$ cat src/rtl/codec_config_seq.sv
// Power-up configuration sequencer for a WM8731-style codec.
// Walks an 11-entry register table and hands each write to the I2C byte master.
module codec_config_seq #(
    parameter logic [6:0]  DEV_ADDR       = 7'h1A,
    parameter logic [31:0] STARTUP_CYCLES = 32'd2500,
    parameter logic [15:0] GAP_CYCLES     = 16'd25,
    parameter logic [31:0] TIMEOUT_CYCLES = 32'd5000,
    parameter int unsigned MAX_RETRIES    = 2
) (
    input  logic       clk,
    input  logic       reset,
    input  logic       start,
    output logic       wr_req,
    output logic [6:0] wr_dev_addr,
    output logic [7:0] wr_byte_hi,
    output logic [7:0] wr_byte_lo,
    input  logic       wr_ack,
    input  logic       wr_done,
    input  logic       wr_nack,
    output logic [3:0] entry_idx,
    output logic       config_done,
    output logic       config_error
);

    localparam int RW = (MAX_RETRIES < 1) ? 1 : $clog2(MAX_RETRIES + 1);
    localparam logic [3:0] LAST_IDX = 4'd10;

    typedef enum logic [2:0] {
        S_STARTUP,
        S_ISSUE,
        S_WAIT,
        S_GAP,
        S_DONE,
        S_ERROR
    } state_t;

    // {reg_addr[6:0], data[8:0]} for each table entry
    function automatic logic [15:0] table_word(input logic [3:0] idx);
        case (idx)
            4'd0:    return {7'd15, 9'h000};
            4'd1:    return {7'd6,  9'h010};
            4'd2:    return {7'd0,  9'h017};
            4'd3:    return {7'd1,  9'h017};
            4'd4:    return {7'd2,  9'h079};
            4'd5:    return {7'd3,  9'h079};
            4'd6:    return {7'd4,  9'h012};
            4'd7:    return {7'd5,  9'h000};
            4'd8:    return {7'd7,  9'h002};
            4'd9:    return {7'd8,  9'h000};
            4'd10:   return {7'd9,  9'h001};
            default: return 16'h0000;
        endcase
    endfunction

    state_t        state_q, state_d;
    logic [31:0]   start_cnt_q, start_cnt_d;
    logic [15:0]   gap_cnt_q, gap_cnt_d;
    logic [31:0]   tmo_cnt_q, tmo_cnt_d;
    logic [RW-1:0] retry_q, retry_d;
    logic [3:0]    idx_q, idx_d;
    logic          wr_req_q, wr_req_d;
    logic [7:0]    byte_hi_q, byte_hi_d;
    logic [7:0]    byte_lo_q, byte_lo_d;
    logic          done_q, done_d;
    logic          error_q, error_d;

    logic [15:0]   tbl;
    logic          issue_go;
    logic          tmo_hit;
    logic          restart;

    assign tbl     = table_word(idx_q);
    assign tmo_hit = (tmo_cnt_q >= TIMEOUT_CYCLES - 32'd1);
    assign restart = start && (state_q == S_DONE || state_q == S_ERROR);

    always_comb begin
        state_d     = state_q;
        start_cnt_d = start_cnt_q;
        gap_cnt_d   = gap_cnt_q;
        tmo_cnt_d   = tmo_cnt_q;
        retry_d     = retry_q;
        idx_d       = idx_q;
        wr_req_d    = wr_req_q;
        byte_hi_d   = byte_hi_q;
        byte_lo_d   = byte_lo_q;
        done_d      = done_q;
        error_d     = error_q;
        issue_go    = 1'b0;

        case (state_q)
            S_STARTUP: begin
                if (start_cnt_q >= STARTUP_CYCLES - 32'd1) begin
                    issue_go    = 1'b1;
                    start_cnt_d = '0;
                end else if (start_cnt_q != '1) begin
                    start_cnt_d = start_cnt_q + 32'd1;
                end
            end
            S_ISSUE: begin
                if (wr_ack) begin
                    wr_req_d  = 1'b0;
                    tmo_cnt_d = '0;
                    state_d   = S_WAIT;
                end
            end
            S_WAIT: begin
                if (wr_done && !wr_nack) begin
                    retry_d   = '0;
                    idx_d     = idx_q + 4'd1;
                    gap_cnt_d = '0;
                    if (idx_q == LAST_IDX) begin
                        state_d = S_DONE;
                        done_d  = 1'b1;
                    end else begin
                        state_d = S_GAP;
                    end
                end else if (wr_done || tmo_hit) begin
                    // a NACK and a timeout are both just a failed attempt
                    if (32'(retry_q) < MAX_RETRIES) begin
                        retry_d   = retry_q + RW'(1);
                        gap_cnt_d = '0;
                        state_d   = S_GAP;
                    end else begin
                        state_d = S_ERROR;
                        error_d = 1'b1;
                    end
                end else if (tmo_cnt_q != '1) begin
                    tmo_cnt_d = tmo_cnt_q + 32'd1;
                end
            end
            S_GAP: begin
                if (gap_cnt_q >= GAP_CYCLES - 16'd1) begin
                    issue_go  = 1'b1;
                    gap_cnt_d = '0;
                end else if (gap_cnt_q != '1) begin
                    gap_cnt_d = gap_cnt_q + 16'd1;
                end
            end
            default: ;
        endcase

        // bytes are latched on entry to S_ISSUE and held through the transaction
        if (issue_go) begin
            state_d   = S_ISSUE;
            wr_req_d  = 1'b1;
            byte_hi_d = tbl[15:8];
            byte_lo_d = tbl[7:0];
        end

        if (restart) begin
            state_d     = S_STARTUP;
            start_cnt_d = '0;
            gap_cnt_d   = '0;
            tmo_cnt_d   = '0;
            retry_d     = '0;
            idx_d       = '0;
            done_d      = 1'b0;
            error_d     = 1'b0;
        end
    end

    always_ff @(posedge clk) begin
        if (!reset) begin
            state_q     <= S_STARTUP;
            start_cnt_q <= '0;
            gap_cnt_q   <= '0;
            tmo_cnt_q   <= '0;
            retry_q     <= '0;
            idx_q       <= '0;
            wr_req_q    <= 1'b0;
            byte_hi_q   <= '0;
            byte_lo_q   <= '0;
            done_q      <= 1'b0;
            error_q     <= 1'b0;
        end else begin
            state_q     <= state_d;
            start_cnt_q <= start_cnt_d;
            gap_cnt_q   <= gap_cnt_d;
            tmo_cnt_q   <= tmo_cnt_d;
            retry_q     <= retry_d;
            idx_q       <= idx_d;
            wr_req_q    <= wr_req_d;
            byte_hi_q   <= byte_hi_d;
            byte_lo_q   <= byte_lo_d;
            done_q      <= done_d;
            error_q     <= error_d;
        end
    end

    assign wr_req       = wr_req_q;
    assign wr_dev_addr  = DEV_ADDR;
    assign wr_byte_hi   = byte_hi_q;
    assign wr_byte_lo   = byte_lo_q;
    assign entry_idx    = idx_q;
    assign config_done  = done_q;
    assign config_error = error_q;

endmodule
$ cat config.mk
export PLATFORM = sky130hd
export DESIGN_NAME = codec_config_seq
export DESIGN_NICKNAME = d
export VERILOG_FILES = /design/src/rtl/codec_config_seq.sv
export SDC_FILE = /design/constraint.sdc
export NUM_CORES = 1
export LEC_CHECK = 0
export ABC_AREA = 1
export CORE_MARGIN = 2
export CORE_UTILIZATION = 55
export DETAILED_ROUTE_END_ITERATION = 10
export GPL_TIMING_DRIVEN = 0
export PLACE_DENSITY = 0.76
export SETUP_SLACK_MARGIN = 0.02
export SYNTH_ARGS = -nofsm -noshare
export SYNTH_HDL_FRONTEND = slang
export SYNTH_SLANG_ARGS = --single-unit
$ cat constraint.sdc
create_clock -name clk -period 3.8 [get_ports clk]
set_input_delay 0.95 -clock clk [delete_from_list [all_inputs] [get_ports clk]]
set_output_delay 0.95 -clock clk [all_outputs]
set_load 0.005 [all_outputs]
======== After elaboration in Yosys (flattened, before gate mapping) ========
Memory sizes are Yosys's and may differ from the RTL's. A register that Yosys moved wholly into a read port is not among the register bits.
Cells that the tools add are included.
word-level totals
  bits in registers ....................... 108
  memory bits (read-only) ................. 176
  bits of input ports ..................... 6
  output and inout port bits .............. 30
  logic and storage cells ................. 99
  memories ................................ 1
memories
  name              words  width  rd ports  clocked after memory_dff  wr ports  RTL line  text
  (name not given)  16     11     1         1                         0         39        case (idx)
cells by class
  add/sub/neg operators ................... 5
  magnitude comparators ................... 4
  eq/ne operators ......................... 18
  muxes and demuxes ....................... 29
  bitwise gates (word level) .............. 3
  reduce and logical (&&, ||, !) cells .... 27
operators with widths
  operator                 count
  $mux W32                 6
  $mux W16                 5
  $add A32 B1 Y32 const B  2
  $ne A32 B32 Y1 const B   2
  $pmux W32 S2             1
  $ge A32 B12 Y1 const B   1
  $ge A32 B13 Y1 const B   1
  $pmux W16 S2             1
  $add A16 B1 Y16 const B  1
  $ge A16 B5 Y1 const B    1
  $ne A16 B16 Y1 const B   1
  $mux W3                  5
  $reduce_bool A2 Y1       7
  $ne A3 B3 Y1 const B     4
  $reduce_and A3 Y1        4
  $ne A2 B2 Y1 const B     4
  $reduce_and A4 Y1        2
  $eq A3 B2 Y1 const B     2
  $eq A3 B3 Y1 const B     2
  $mux W1                  6
  $mux W2                  3
  $pmux W3 S2              1
  $reduce_and A2 Y1        3
  $reduce_and A5 Y1        1
  other kinds (15)         20

======== Logic depth before layout (Yosys ltp) ========
  word-level depth ........................ 6
  depth in mapped cells ................... 11
  depth with buffers taken out ............ 11

======== Least setup slack after synthesis ========
OpenSTA, ideal clock, no wires.
  path type ............................... in2reg
  start ................................... input port wr_done
  end ..................................... register tmo_cnt_q[12]
  library setup time ...................... 0.066 ns
  data arrival time ....................... 1.859 ns
  data required time ...................... 3.734 ns
  path slack .............................. 1.875 ns
  stages on the path ...................... 8
  buffers on the path ..................... 1
  path through ............................ nor3_1 -> nand2_1 -> nor2_2 -> nand3_4 -> nand2_4 -> buf_8 -> nand2_2 -> a21oi_2
between the ends
  cells in the longest elaborated chain, start to end .. 3
  elaborated cells on any way between the ends .. 5
  those cells by class .................... 2 x eq/ne; 3 x reduce/logical
RTL lines
  what                                                              RTL line  text
  start: declaration                                                18        input logic wr_done,
  $logic_or A1 B1 Y1 / $logic_and A1 B1 Y1 (equally long branches)  117, 107
  $ne A2 B2 Y1 (no line)                                            n/a
  $reduce_and A5 Y1 (no line) *                                     n/a
  end signal: assignment                                            179       tmo_cnt_q <= tmo_cnt_d;
  end: declaration                                                  58        logic [31:0] tmo_cnt_q, tmo_cnt_d;
Every way passes the cells marked *; elsewhere a longest branch is shown, timed or not.
A chain may end at the register's enable or synchronous reset.

======== Final worst setup path ========
  start ................................... input port wr_done
  end ..................................... register idx_q[3], in the netlist entry_idx[3]
between the ends
  cells in the longest elaborated chain, start to end .. 2
RTL lines
  what                         RTL line  text
  $logic_and A1 B1 Y1          107       if (wr_done && !wr_nack) begin
  $reduce_and A2 Y1 (no line)  n/a
  end signal: assignment       181       idx_q <= idx_d;
  end: declaration             60        logic [3:0] idx_q, idx_d;
No other way between the ends.

==> flow_summary.json <==
{
  "status": "completed",
  "core_um2": 8180,
  "gr-total-overflow": 0,
  "crit_path_start_kind": "input pin",
  "cap_violations": 0,
  "power.density_nw_per_um2": 364,
  "synthArstFlopShare": 0,
  "clk_latency_ns": 0.36,
  "syn_inst": 611,
  "ant_nets": 0,
  "num_rows": 33,
  "final_nets": 672,
  "cts_setup_buffers": 0,
  "yosysTopAreaCell": "dfxtp_1",
  "arrival_ns": 2.67,
  "gp_congestion": 0.924,
  "avgViaCountPerCell": 4.94,
  "synth_edf_count": 0,
  "cellLeakagePower_nw": 2.05,
  "rsz0062_at_grt": "false",
  "vias": 3771,
  "fillers": 758,
  "finalCritPeriodShare": 0.635,
  "synth-main-ff-cell": "dfxtp_1",
  "h-tree-depth": 3,
  "crit_path_end_kind": "flip-flop",
  "fin_crit_ns": 2.41,
  "drv_slew": 0,
  "synthesis.area_um2": 4600,
  "drt_iter0_drc": 106,
  "antenna_cells": 0,
  "crit_chain": "clkdlybuf4s50_1 -> inv_1 -> nor2_1 -> nand2_1 -> inv_1 -> nand2_1 -> inv_1 -> nand3_1 -> nand2_1 -> a21oi_1",
  "track_usage": 0.213,
  "max_freq_mhz": 415,
  "synth_area_leaders": "dfxtp_1 (44%), nor2_1 (8.4%), nand2_1 (8.1%)",
  "antenna_found_initial": 0,
  "initial_core_util": 0.562,
  "finalSetupViolCount": 0,
  "syn_to_final_growth_pct": 12.1,
  "drc": 0,
  "root_buffer": "clkbuf_8",
  "rrSetupSlack_ns": 1.95,
  "cts.clk_slew.worst_paths_ns": 0.09,
  "grt_pass1_wl_um": 15500,
  "fin_setup_tns_ns": 0,
  "ys_seq_area_frac": 0.440,
  "holdPathStages": 2,
  "drt-pass1-iter-count": 4,
  "r2r-start": "tmo_cnt_q[0]",
  "fin_util": 0.631,
  "grt_max_degree": 16,
  "cts.sinks": 101,
  "cts_made_buffers": 9,
  "ys_ff_latch": 101,
  "required_ns": 4.05,
  "die_h_um": 95.4,
  "min_to": "start_cnt_q[16]",
  "cts_resized": 0,
  "ioPinCount": 36,
  "peakVddDrop_v": 0.000196,
  "first_global_vias": 3647,
  "cts_buffer_depth": 2,
  "hp-class": "flip-flop to flip-flop",
  "wirelength_um": 8790,
  "reg2reg_to": "tmo_cnt_q[6]",
  "clock_skew_ns": 0.0115,
  "synth_cell_types": 41,
  "dieArea_um2": 9110,
  "worstMarginPinSlew_ns": 0.675,
  "synth_warnings": 0,
  "slowest_stage": "clkdlybuf4s50_1",
  "routedWlPerCell_um": 11.5,
  "rr_worst_depth": 10,
  "cpPeakStageDelay_ns": 0.49,
  "relSlewSlack": 0.550,
  "cts_tree": "yes",
  "syn_avg_cell_area_um2": 7.53,
  "worstPathMaxFanout": 6,
  "hpwl_um": 6510,
  "hold_buffers": 0,
  "hold_path_startpoint": "start_cnt_q[16]",
  "final_layout_size_suffix_gt1_frac": 0.111,
  "numPortBuffers": 23,
  "dieWidth_um": 95.4,
  "path_class": "input pin to flip-flop",
  "yosysTopAreaCellShare": 0.440,
  "hold_violations": 0,
  "total_power_w": 0.00188
}
==> state kept, by name, indices dropped and copies added, names as in the netlist <==
name / count
retry_q: 2
wr_byte_lo: 5
wr_byte_hi: 4
start_cnt_q: 32
state_q: 3
wr_req: 1
config_error: 1
entry_idx: 4
config_done: 1
tmo_cnt_q: 32
gap_cnt_q: 16
==> cell usage after synthesis (3+ instances only) <==
| cell type | number |
|---|---|
| xor2_1 | 7 |
| nor2_2 | 3 |
| nand2_2 | 12 |
| nor3_1 | 30 |
| ha_1 | 11 |
| nand2_1 | 99 |
| inv_2 | 4 |
| clkbuf_1 | 8 |
| nand4_1 | 8 |
| a21oi_1 | 27 |
| dfxtp_1 | 101 |
| buf_2 | 4 |
| nor2_1 | 103 |
| buf_4 | 14 |
| inv_1 | 63 |
| nand3_1 | 38 |
| nor3b_1 | 21 |
| a21oi_2 | 10 |
| buf_1 | 4 |
| o21ai_0 | 17 |
==> critical path: cells and delay by family <==
kind | cells | cell delay [ns]
buf+inv | 4 | 0.86
compound gates | 1 | 0.05
simple gates | 5 | 0.81
==> cell usage in the layout (no fill, tap or decap), types with 7 or more instances in the layout <==
master,n
nor2_1,103
dfxtp_1,101
nand2_1,99
inv_1,63
nand3_1,38
nor3_1,30
a21oi_1,27
clkdlybuf4s50_1,23
nor3b_1,21
o21ai_0,17
buf_4,14
nand2_2,12
conb_1,12
ha_1,11
clkbuf_1,10
a21oi_2,10
clkbuf_8,9
nand4_1,8
xor2_1,7
==> metal layers <==
layer | track usage | wire (um)
met5 | 0 | 0
met4 | 0.0786 | 107
met3 | 0.0379 | 263
met2 | 0.378 | 4350
met1 | 0.258 | 4060
==> worst max-delay path by stage <==
stage,start,depth (start not counted),to
after floorplan,wr_done,8,tmo_cnt_q[12]
after global placement,wr_done,10,entry_idx[3]
after detailed placement,wr_done,10,entry_idx[3]
after CTS,wr_done,10,entry_idx[3]
after global routing,wr_done,10,entry_idx[3]
final,wr_done,10,entry_idx[3]
==> final cells by class <==
class / instances / area (um^2) / share of cell area
Multi-Input combinational cell: 418 / 2140 / 0.416
Sequential cell: 101 / 2020 / 0.392
Inverter: 68 / 258 / 0.0500
Timing Repair Buffer: 23 / 230 / 0.0447
Buffer: 34 / 213 / 0.0413
Clock buffer: 11 / 131 / 0.0255
Tap cell: 105 / 131 / 0.0255
Clock inverter: 4 / 26.3 / 0.00510
==> where the power goes <==
part | internal [W] | switching, W
Combinational | 0.0000683 | 0.000138
Sequential | 0.00107 | 0.0000150
Clock | 0.000234 | 0.000347
Total | 0.00138 | 0.000501
==> logic make-up (layout without fill, tap and decap cells) <==
family | count (synthesis) | after routing | share of synthesized area
compound gates | 62 | 62 | 0.0792
xor+xnor | 9 | 9 | 0.0171
fa+ha+maj | 11 | 11 | 0.0299
buf+inv | 102 | 140 | 0.102
flops | 101 | 101 | 0.440
other cells | 2 | 12 | 0.00163
simple gates | 324 | 324 | 0.330
==> per-stage QoR <==
| stage | hold WS [ns] | setup WS, ns | cell area (um^2) | cells |
|---|---|---|---|---|
| after floorplan | 0.418 | 1.87 | 4640 | 621 |
| after global placement | 0.426 | 1.07 | 5000 | 749 |
| after detailed placement | 0.431 | 1.01 | 5000 | 749 |
| after CTS | 0.448 | 1.39 | 5150 | 764 |
| after global routing | 0.459 | 1.22 | 5150 | 764 |
| final | 0.445 | 1.39 | 5150 | 764 |
Note: power is estimated with default switching activity, not from simulation.
